==> src/rtl/hamming_enc_engine_if.sv <==
// rtl/hamming_enc_engine_if.sv - start/status handshake and data-memory port of the SECDED encoder
interface hamming_enc_engine_if #(
    parameter int ADDR_W = 8
);
  logic              start;
  logic              busy;
  logic              done;
  logic [ADDR_W-1:0] mem_addr;
  logic              mem_wr_en;
  logic [7:0]        mem_wr_data;
  logic [7:0]        mem_rd_data;

  modport master (
    input  start, mem_rd_data,
    output busy, done, mem_addr, mem_wr_en, mem_wr_data
  );

  modport slave (
    output start, mem_rd_data,
    input  busy, done, mem_addr, mem_wr_en, mem_wr_data
  );
endinterface

==> src/rtl/hamming_enc_engine.sv <==
// rtl/hamming_enc_engine.sv - memory-walking Hamming(16,11)+overall-parity encoder
module hamming_enc_engine #(
    parameter int NUM_WORDS = 15,
    parameter int SRC_BASE  = 0,
    parameter int DST_BASE  = 30,
    parameter int ADDR_W    = 8
) (
    input  logic                 clk,
    input  logic                 reset,
    hamming_enc_engine_if.master bus
);
  localparam int IDX_W = (NUM_WORDS > 1) ? $clog2(NUM_WORDS) : 1;

  localparam logic [2:0] S_IDLE  = 3'd0;
  localparam logic [2:0] S_RD_LO = 3'd1;
  localparam logic [2:0] S_RD_HI = 3'd2;
  localparam logic [2:0] S_CAP   = 3'd3;
  localparam logic [2:0] S_WR_LO = 3'd4;
  localparam logic [2:0] S_WR_HI = 3'd5;
  localparam logic [2:0] S_FIN   = 3'd6;

  localparam logic [IDX_W-1:0]  LAST_IDX = IDX_W'(NUM_WORDS - 1);
  localparam logic [ADDR_W-1:0] SRC_A    = ADDR_W'(SRC_BASE);
  localparam logic [ADDR_W-1:0] DST_A    = ADDR_W'(DST_BASE);
  localparam logic [ADDR_W-1:0] ONE_A    = ADDR_W'(1);

  logic [2:0]        state;
  logic [IDX_W-1:0]  idx;
  logic [7:0]        d_lo;
  logic [15:0]       cw;
  logic [ADDR_W-1:0] word_off;
  logic [ADDR_W-1:0] src_lo_addr;
  logic [ADDR_W-1:0] dst_lo_addr;

  // d[k] sits at bit k of the argument; bit 0 is unused padding so indices match the formulas.
  function automatic logic [15:0] encode(input logic [11:0] d);
    logic p8, p4, p2, p1, p0;
    p8 = ^d[11:5];
    p4 = (^d[11:8]) ^ (^d[4:2]);
    p2 = d[11] ^ d[10] ^ d[7] ^ d[6] ^ d[4] ^ d[3] ^ d[1];
    p1 = d[11] ^ d[9] ^ d[7] ^ d[5] ^ d[4] ^ d[2] ^ d[1];
    p0 = (^d[11:1]) ^ p8 ^ p4 ^ p2 ^ p1;
    return {d[11:5], p8, d[4:2], p4, d[1], p2, p1, p0};
  endfunction

  always_ff @(posedge clk or posedge reset) begin
    if (reset) begin
      state <= S_IDLE;
      idx   <= '0;
      d_lo  <= '0;
      cw    <= '0;
    end else begin
      case (state)
        S_IDLE, S_FIN: begin
          if (bus.start) begin
            state <= S_RD_LO;
            idx   <= '0;
          end
        end
        S_RD_LO: state <= S_RD_HI;
        S_RD_HI: begin
          d_lo  <= bus.mem_rd_data;
          state <= S_CAP;
        end
        S_CAP: begin
          cw    <= encode({bus.mem_rd_data[2:0], d_lo, 1'b0});
          state <= S_WR_LO;
        end
        S_WR_LO: state <= S_WR_HI;
        S_WR_HI: begin
          if (idx == LAST_IDX) begin
            state <= S_FIN;
          end else begin
            idx   <= idx + 1'b1;
            state <= S_RD_LO;
          end
        end
        default: state <= S_IDLE;
      endcase
    end
  end

  assign word_off    = ADDR_W'({idx, 1'b0});
  assign src_lo_addr = SRC_A + word_off;
  assign dst_lo_addr = DST_A + word_off;

  // Memory port is decoded from registered state only, so reset drops the strobe immediately.
  always_comb begin
    bus.mem_addr    = '0;
    bus.mem_wr_en   = 1'b0;
    bus.mem_wr_data = '0;
    case (state)
      S_RD_LO: bus.mem_addr = src_lo_addr;
      S_RD_HI: bus.mem_addr = src_lo_addr + ONE_A;
      S_WR_LO: begin
        bus.mem_addr    = dst_lo_addr;
        bus.mem_wr_en   = 1'b1;
        bus.mem_wr_data = cw[7:0];
      end
      S_WR_HI: begin
        bus.mem_addr    = dst_lo_addr + ONE_A;
        bus.mem_wr_en   = 1'b1;
        bus.mem_wr_data = cw[15:8];
      end
      default: ;
    endcase
  end

  assign bus.busy = (state != S_IDLE) && (state != S_FIN);
  assign bus.done = (state == S_FIN);
endmodule
==> src/flat_wrapper.sv <==
// flat-port wrapper written by rule: the top's interface ports become plain ports
module hamming_enc_engine_flat 
#(
    parameter int NUM_WORDS = 15,
    parameter int SRC_BASE  = 0,
    parameter int DST_BASE  = 30,
    parameter int ADDR_W    = 8
)
  (clk, reset, bus_start, bus_mem_rd_data, bus_busy, bus_done, bus_mem_addr, bus_mem_wr_en, bus_mem_wr_data);
  hamming_enc_engine_if #(.ADDR_W(ADDR_W)) bus_i ();
  input  logic clk;
  input  logic reset;
  input wire logic [$bits(bus_i.start)-1:0] bus_start;
  input wire logic [$bits(bus_i.mem_rd_data)-1:0] bus_mem_rd_data;
  output wire logic [$bits(bus_i.busy)-1:0] bus_busy;
  output wire logic [$bits(bus_i.done)-1:0] bus_done;
  output wire logic [$bits(bus_i.mem_addr)-1:0] bus_mem_addr;
  output wire logic [$bits(bus_i.mem_wr_en)-1:0] bus_mem_wr_en;
  output wire logic [$bits(bus_i.mem_wr_data)-1:0] bus_mem_wr_data;
  assign bus_i.start = bus_start;
  assign bus_i.mem_rd_data = bus_mem_rd_data;
  assign bus_busy = bus_i.busy;
  assign bus_done = bus_i.done;
  assign bus_mem_addr = bus_i.mem_addr;
  assign bus_mem_wr_en = bus_i.mem_wr_en;
  assign bus_mem_wr_data = bus_i.mem_wr_data;
  hamming_enc_engine #(.NUM_WORDS(NUM_WORDS), .SRC_BASE(SRC_BASE), .DST_BASE(DST_BASE), .ADDR_W(ADDR_W)) u_core (.clk(clk), .reset(reset), .bus(bus_i));
endmodule
==> config.mk <==
export PLATFORM = sky130hd
export DESIGN_NAME = hamming_enc_engine_flat
export DESIGN_NICKNAME = d
export VERILOG_FILES = /design/src/rtl/hamming_enc_engine_if.sv /design/src/rtl/hamming_enc_engine.sv /design/src/flat_wrapper.sv
export SDC_FILE = /design/constraint.sdc
export NUM_CORES = 1
export LEC_CHECK = 0
export ABC_CLOCK_PERIOD_IN_PS = 1800
export BUFFER_PORTS_ARGS = -buffer_cell sky130_fd_sc_hd__buf_2
export CORE_ASPECT_RATIO = 0.5
export CORE_UTILIZATION = 40
export CTS_CLUSTER_SIZE = 16
export DETAILED_ROUTE_END_ITERATION = 10
export GPL_ROUTABILITY_DRIVEN = 0
export PLACE_DENSITY = 0.67
export SETUP_SLACK_MARGIN = 0.5
export SLEW_MARGIN = 0
export SYNTH_ARGS = -nofsm -noshare
export SYNTH_HDL_FRONTEND = slang
export SYNTH_SLANG_ARGS = --single-unit
==> constraint.sdc <==
create_clock -name clk -period 1.8 [get_ports clk]
set_clock_uncertainty 0.05 [all_clocks]
set_input_delay 0.09 -clock clk [delete_from_list [all_inputs] [get_ports clk]]
set_output_delay 0.09 -clock clk [all_outputs]
set_load 0.05 [all_outputs]
Word level (Yosys, flattened, before mapping)

Index checks and enable logic that the tools add are counted.

Bits of input ports: 11
Register bits after elaboration: 31
Logic and storage cells: 55
Output and inout port bits: 19

Bitwise gates (word level): 17
Equal/unequal tests: 10
Multiplexer cells: 9
$add $sub $neg: 4
Reduce and logical (&&, ||, !) cells: 11

Operator list:

| kind                  | count |
|---|---|
| $pmux W8 S4           | 1 |
| $pmux W3 S6           | 1 |
| $xor A1 B1 Y1         | 17 |
| $pmux W8 S2           | 1 |
| $reduce_xor A11 Y1    | 1 |
| $eq A3 B3 Y1 const B  | 3 |
| $add A8 B1 Y8 const B | 1 |
| $mux W4               | 2 |
| $pmux W4 S2           | 1 |
| $reduce_xor A7 Y1     | 1 |
| $add A5 B1 Y6 const B | 1 |
| $add A5 B5 Y6 const A | 1 |
| $eq A3 B2 Y1 const B  | 2 |
| $mux W3               | 2 |
| $add A4 B1 Y4 const B | 1 |
| $eq A4 B4 Y1 const B  | 1 |
| $ne A2 B2 Y1 const B  | 2 |
| $reduce_or A2 Y1      | 2 |
| $reduce_xor A4 Y1     | 1 |
| $eq A3 B1 Y1 const B  | 1 |
| $logic_not A3 Y1      | 1 |
| $ne A3 B3 Y1 const B  | 1 |
| $reduce_and A3 Y1     | 1 |
| $reduce_bool A3 Y1    | 1 |
| 4 further kinds       | 4 |

Depth between registers and ports, before layout

Gate-level depths: netlist (run 1).

Depth in word-level cells: 8
Gate-level depth with buffers: 6
Mapped depth without buffers: 6

Worst setup path after synthesis (run 1)

No wires, ideal clock.

Kind: flip-flop to output port
Start point: register u_core.state[0]
End point: output bus_mem_addr[4]
Arrival time: 1.955 ns
Cell stages (with the launch flop): 4
Setup slack: -0.295 ns
Path through: dfrtp_1 clkbuf_1 nand2b_1 o32ai_1

Longest elaborated chain between the ends: 2
Elaborated cells between the ends (all ways): 5
Those cells by class: eq/ne: 4; mux: 1

RTL lines:

| what                                 | RTL line                 | text |
|---|---|---|
| from (decl)                          | hamming_enc_engine.sv:27 | `logic [2:0] state;` |
| from (signal assigned)               | hamming_enc_engine.sv:48 | `state <= S_IDLE;` |
| from (signal assigned)               | hamming_enc_engine.sv:56 | `state <= S_RD_LO;` |
| from (signal assigned)               | hamming_enc_engine.sv:60 | `S_RD_LO: state <= S_RD_HI;` |
| $eq A3 B3 Y1 (tied with other cells) | hamming_enc_engine.sv:92 | `case (state)` |
| $pmux W8 S4 (*)                      | hamming_enc_engine.sv:92 |  |
| to (decl)                            | flat_wrapper.sv:17       | `output wire logic [$bits(bus_i.mem_addr)-1:0] bus_mem_addr;` |

Mark *: on every way between the ends. The rest lies on a longest branch, timed or not.

Worst setup path after layout (run 1)

Start point: register u_core.state[1]
End point: output bus_mem_addr[2]

The elaborated chain is that of the path after synthesis.

==> reports/qor.txt, run 1 <==
Post-synthesis mux area share = 17.1%
Status = completed
First-pass GRT wire length = 7670 um
Total placed cells including tap cells = 247
Die Area = 4740 sq um
Largest net degree at the start of global routing = 32
Vias in the first global route = 1582
Congestion Overflow GR = 0
Antenna viol nets, final = 0
Antenna diodes = 0
Crit path DAT = 1.53 ns
Initial Util = 43.6%
Sequential share of the synthesized area = 43.5%
Total DRC errors in the routed layout = 0
Post-synthesis cell count = 166
Synth Warn # = 0
Clk sink count = 31
Wire per inst = 17.1 um
Synth top area share = 43.5%
Layout cells sized above 1 = 66.9%
Critical path type = reg2out
Final setup margin = 0.132 ns
Yosys cell types = 36
Req. time, crit path = 1.66 ns
Dpl cell area = 2170 sq um
Cell mode on critical path = buf_6
Clock root buffer = clkbuf_8
Main combinational cell family by area after synthesis = multiplexers
Power density cells = 705 nW/um^2
EDFF count, synth = 0
Commonest cells in the synthesized netlist = dfrtp_1, mux2_2, nand2_1
CTS Buffer Depth = 2
Max-slew violations = 0
Worst-path fanout max = 6
Hold Path Class = in2reg
H-tree depth = 2
Synth-to-Final Area Change = 74.7%
Die H = 49.2 um
RSZ-0062 raised after global routing = yes
Number of port buffers = 27
Post-Synth Adder-Cell Area = 2.11%
Initial antenna violation count = 0
Hold_ws = 0.0258 ns
CP max-delay cell = dfrtp_2
Total Routing Usage GR = 22.0%
Slowest Stage Delay on Critical Path = 0.46 ns
Asr flop ratio synth = 100%
# setup viols final = 0
Setup crit start kind = register
Max-cap violations = 0
Ranking of synthesized cells by area = dfrtp_1, mux2_2, xnor2_1
Avg Inst Size Synth = 10.7 sq um
Final Hold Fails = 0
Core area = 4080 sq um
Drt pass-1 iters = 4
Post-route cell area = 3110 sq um
I/O pin count = 30
Worst-skew pair later-pin latency = 0.29 ns
Post-synthesis compound-gate area fraction = 9.27%
CTS tree = done
Post-Synth XOR/XNOR Area = 12.9%
Setup TNS = 0 ns
Post-detail-place hpwl = 2510 um
Clock transition at path regs = 0.07 ns
DR vias = 1571
Tcrit/Tclk final = 92.7%
Crit end category = primary output
Post-DR vias/cell = 5.31
Num rows = 16
TritonCTS Buffers = 5
WL final = 5060 um
Non-filler instance count after layout = 296
Dominant synthesized flop cell = dfrtp_1
DR iter-0 viols = 63
Leakage = 1.33 nW
Peak VDD IR = 609 uV
Syn Std Cell Area = 1780 sq um
CP Cell Sequence = buf_6, xor2_4, nand2_2, o22ai_4, buf_6
Leading area contributor after synthesis = dfrtp_1
Synthesized flop and latch total = 31
Die width = 96.4 um
Count leader, synth = dfrtp_1
Fin nets = 255
Final min period = 1.67 ns
Setup WS pre-CTS = 0.166 ns
FMAX = 0.599 GHz
Post-Synth Simple-Gate Area = 10.3%
[power by group]
group,switching [mW],internal [mW],total (mW)
logic,0.327,0.323,0.650
clock network,0.268,0.448,0.716
registers,0.0673,0.762,0.830
total,0.662,1.53,2.19
[worst paths after layout]
path                                             start  slack (ns)  cells after the start                          end
min                                 bus_mem_rd_data[1]        0.03                      2   u_core.d_lo[1]$_DFFE_PP0P_
min in group asynchronous                        reset        0.39                      4     u_core.cw[0]$_DFFE_PP0P_
max in group asynchronous                        reset        0.99                      4  u_core.state[0]$_DFFE_PP0P_
max reg2reg                u_core.state[2]$_DFFE_PP0P_        0.18                      4    u_core.idx[1]$_DFFE_PP0P_
min reg2reg                   u_core.cw[2]$_DFFE_PP0P_        0.49                      2     u_core.cw[2]$_DFFE_PP0P_
max                        u_core.state[1]$_DFFE_PP0P_        0.13                      5              bus_mem_addr[2]
[critical path, delay by kind of cell (launching register included)]
kind                   cells  cell delay, ns
AO/OA/AOI/OAI              1            0.12
flip-flops                 1            0.46
XOR/XNOR                   1            0.23
AND/OR/NAND/NOR            1            0.10
buffers and inverters      2            0.34
[through the flow]
stage / power [mW] / utilization (%)
4_1_cts: 2.18 / 72.0
3_3_place_gp: 1.32 / 53.2
3_5_place_dp: 1.33 / 53.2
2_1_floorplan: 1.24 / -
5_1_grt: 2.28 / 76.2
6_report: 2.19 / 76.2
[registers in the layout, summed over array words and instances, names as in the netlist]
signal / count
u_core.cw: 16
u_core.d_lo: 8
u_core.idx: 4
u_core.state: 3
[what timing repair did]
item,4_1_cts,5_1_grt
endpoints found under the setup margin,48,48
hold endpoints to repair,36,0
cloned,0,1
gates resized for setup,92,28
pin swaps,12,12
setup buffers,30,4
hold buffers,6,0
[cells in the final DEF (no fill, tap or decap), types with 2 or more instances in the layout]
| cell type | count |
|---|---|
| o21ai_1 | 6 |
| buf_12 | 2 |
| dfrtp_1 | 26 |
| nand2_2 | 3 |
| a21oi_1 | 3 |
| ha_4 | 2 |
| a21oi_2 | 4 |
| nor3_2 | 2 |
| o21ai_2 | 2 |
| buf_4 | 35 |
| conb_1 | 2 |
| xnor3_1 | 3 |
| xnor2_1 | 6 |
| xnor2_2 | 3 |
| dfrtp_2 | 5 |
| nand3_1 | 2 |
| buf_6 | 17 |
| clkbuf_8 | 6 |
| xnor2_4 | 2 |
| inv_1 | 3 |
| nand2_1 | 10 |
| nand2b_4 | 2 |
| mux2i_4 | 8 |
| nor2_4 | 9 |
| inv_2 | 3 |
| and3_4 | 2 |
| xor2_1 | 2 |
| nor2_1 | 2 |
| buf_2 | 10 |
| dlygate4sd3_1 | 6 |
| mux2_2 | 12 |
| buf_8 | 6 |
| o21ai_0 | 2 |
| mux2_4 | 8 |
[area by class of cell]
cell class,count,area (sq um)
timing repair buffer,78,727
clock inverter,2,35.0
clock buffer,6,82.6
tap,54,67.6
fill,247,971
multi-input combinational,118,1390
inverter,7,28.8
sequential,31,782
[kinds of logic after synthesis]
kind of cell / count (synthesis)
mux: 28
buf+inv: 18
other cells: 1
fa+ha+maj: 3
xor+xnor: 19
compound gates: 27
simple gates: 39
flops: 31
[per-layer routing]
| layer | part of all wire, % | track usage [%] |
|---|---|---|
| met4 | 1.1 | 5.88 |
| met2 | 50 | 37.4 |
| met5 | 0 | 0 |
| met1 | 44 | 26.7 |
| met3 | 5.0 | 7.63 |
No activity file was read; power rests on OpenSTA's default activity.
==> run 2: changes to the inputs <==
--- a/config.mk
+++ b/config.mk
@@ -14,7 +14,7 @@
 export GPL_ROUTABILITY_DRIVEN = 0
 export PLACE_DENSITY = 0.67
 export SETUP_SLACK_MARGIN = 0.5
-export SLEW_MARGIN = 0
+export SKIP_CTS_REPAIR_TIMING = 1
 export SYNTH_ARGS = -nofsm -noshare
 export SYNTH_HDL_FRONTEND = slang
 export SYNTH_SLANG_ARGS = --single-unit
==> constraint.sdc (replaced) <==
create_clock -name clk -period 1.8 [get_ports clk]
set_clock_uncertainty 0.05 [all_clocks]
set_input_delay 0.27 -clock clk [delete_from_list [all_inputs] [get_ports clk]]
set_output_delay 0.27 -clock clk [all_outputs]
set_load 0.05 [all_outputs]
==> run 2 against run 1 <==
Effect of this change: the flow now finishes with violations (negative hold slack, negative setup slack); final area decreased by 8.2%; fmax shrank 12%; global-route usage shrank 4.1 points.
==> reports/qor.txt, run 2 (same netlist as run 1, synthesis figures left out) <==
Setup crit start kind = register
Largest Register = u_core.cw
Failing checks = negative hold slack, negative setup slack
M1 wire length = 2020 um (-8.5%)
Largest net degree at the start of global routing = 32 (unchanged)
Sw Share = 30.9% (+0.72 points)
R2R Path End = u_core.idx[1]$_DFFE_PP0P_
Worst-skew pair later-pin latency = 0.29 ns (about the same)
Switch Pwr = 0.674 mW (+1.9%)
Max-slew violations = 0 (unchanged)
Critical path type = reg2out
Dpl cell area = 2220 sq um (+2.1%)
Setup WS pre-CTS = 0.0577 ns (-0.108 ns)
Seq pwr share = 38.0% (+0.2 points)
Clk sink count = 31 (unchanged)
CP startpoint = u_core.state[1]$_DFFE_PP0P_
Post-route cell area = 2860 sq um (-8.2%)
Commonest non-fill, non-tap cell in the layout = dfrtp_1
WL final = 4420 um (-13%)
Drt pass-1 iters = 4 (unchanged)
CTS tree = done
DR vias = 1437 (-8.5%)
CTS Buffer Depth = 2 (unchanged)
Layout cells sized above 1 = 65.8% (-1.2 points)
Final setup margin = -0.0899 ns (-0.222 ns)
Post-DR vias/cell = 5.21 (-1.9%)
Die width = 96.4 um (unchanged)
TritonCTS Buffers = 5 (unchanged)
Total Routing Usage GR = 17.9% (-4.1 points)
Hold_ws = -0.00454 ns (-0.0303 ns)
Number of port buffers = 27 (unchanged)
Antenna viol nets, final = 0 (unchanged)
I/O pin count = 30 (unchanged)
Crit path DAT = 1.57 ns (+0.04 ns)
Final Hold Fails = 23 (+23)
Max reg flops = 16 (unchanged)
Worst Reg-to-Reg Cells = 6 (+2)
# setup viols final = 7 (+7)
Hold Path Class = in2async
Num rows = 16 (unchanged)
Commonest cells after routing, fill and taps aside = dfrtp_1, buf_4, buf_2
Biggest regs = u_core.cw: 16 flops, u_core.d_lo: 8 flops, u_core.idx: 4 flops
DR iter-0 viols = 65 (+3.2%)
Fin nets = 235 (-7.8%)
Max-cap violations = 0 (unchanged)
Wire length on met3 = 124 um (-51%)
First-pass GRT wire length = 6130 um (-20%)
Core area = 4080 sq um (unchanged)
Die H = 49.2 um (unchanged)
DR top layer = met4
Peak VDD IR = 497 uV (-18%)
Crit Reg-Reg Startpoint = u_core.state[0]$_DFFE_PP0P_
Power density cells = 764 nW/um^2 (+8.3%)
Crit end category = primary output
Met2 WL = 2220 um (-13%)
Initial Util = 43.6% (unchanged)
Status = finished, violations left
Antenna diodes = 0 (unchanged)
Worst-path fanout max = 6 (unchanged)
H-tree depth = 2 (unchanged)
Vias in the first global route = 1276 (-19%)
Req. time, crit path = 1.48 ns (-0.18 ns)
Total DRC errors in the routed layout = 0 (unchanged)
Gate power share = 28.5% (-1.1 points)
Post-detail-place hpwl = 2570 um (+2.3%)
Final min period = 1.89 ns (+0.222 ns)
Tcrit/Tclk final = 105% (+12 points)
Initial antenna violation count = 0 (unchanged)
Int Power = 1.51 mW (-1.5%)
Synth-to-Final Area Change = 60.5%
FMAX = 0.529 GHz (-12%)
Leakage = 1.26 nW (-5.4%)
RSZ-0062 raised after global routing = yes
Die Area = 4740 sq um (unchanged)
Wire per inst = 16.0 um (-6.3%)
Clock power frac = 33.5% (+0.9 points)
Congestion Overflow GR = 0 (unchanged)
R2r setup slk = -0.01 ns (-0.19 ns)
Clock root buffer = clkbuf_8
Clock transition at path regs = 0.07 ns (about the same)
Setup TNS = -0.263 ns (-0.263 ns)
## run 2: cell count changes in the layout (fill, tap and decap cells not counted), moves of 3 or more
cell,before,now
mux2i_4,8,5
buf_4,35,22
buf_2,10,14
mux2i_2,0,3
dlygate4sd3_1,6,0
buf_6,17,12
## run 2: power by group through the flow
stage / Clock, mW / Combinational, mW / Sequential [mW]
5_1_grt: 0.774 / 0.656 / 0.837
2_1_floorplan: 0 / 0.435 / 0.804
3_3_place_gp: 0 / 0.510 / 0.811
3_5_place_dp: 0 / 0.516 / 0.816
6_report: 0.732 / 0.622 / 0.830
4_1_cts: 0.737 / 0.519 / 0.803
## run 2: final cells by class
| class | instances | area [sq um] |
|---|---|---|
| Fill cell | 286 | 1220 |
| Sequential cell | 31 | 785 |
| Tap cell | 54 | 67.6 |
| Clock buffer | 6 | 82.6 |
| Inverter | 7 | 30.0 |
| Multi-Input combinational cell | 118 | 1330 |
| Clock inverter | 2 | 35.0 |
| Timing Repair Buffer | 58 | 528 |
## run 2: metrics by stage
stage                     utilization (%)  total power [mW]  cells
after floorplan                         -              1.24    167
after global placement               54.4              1.32    252
after detailed placement             54.4              1.33    252
after CTS                            57.3              2.06    260
after global routing                 70.0              2.27    276
final                                70.0              2.18    276
## run 2: worst max path at each step
stage,end,cells after the start
6_report,bus_busy,4
5_1_grt,bus_busy,4
4_1_cts,bus_mem_addr[3],6
3_5_place_dp,bus_mem_addr[3],6
3_3_place_gp,bus_mem_addr[3],6
2_1_floorplan,bus_busy,4
## run 2: layer usage
| layer | up-vias | track usage (%) |
|---|---|---|
| met4 | 0 | 8.09 |
| met1 | 721 | 24.8 |
| met5 | - | 0 |
| li1 | 677 | - |
| met2 | 33 | 26.5 |
| met3 | 6 | 4.67 |
## run 2: critical path: stages, from the launching register on
cell and delay, ns:
dfrtp_2 0.44, nand2b_4 0.18, clkinvlp_4 0.10, or3_4 0.40, buf_8 0.16
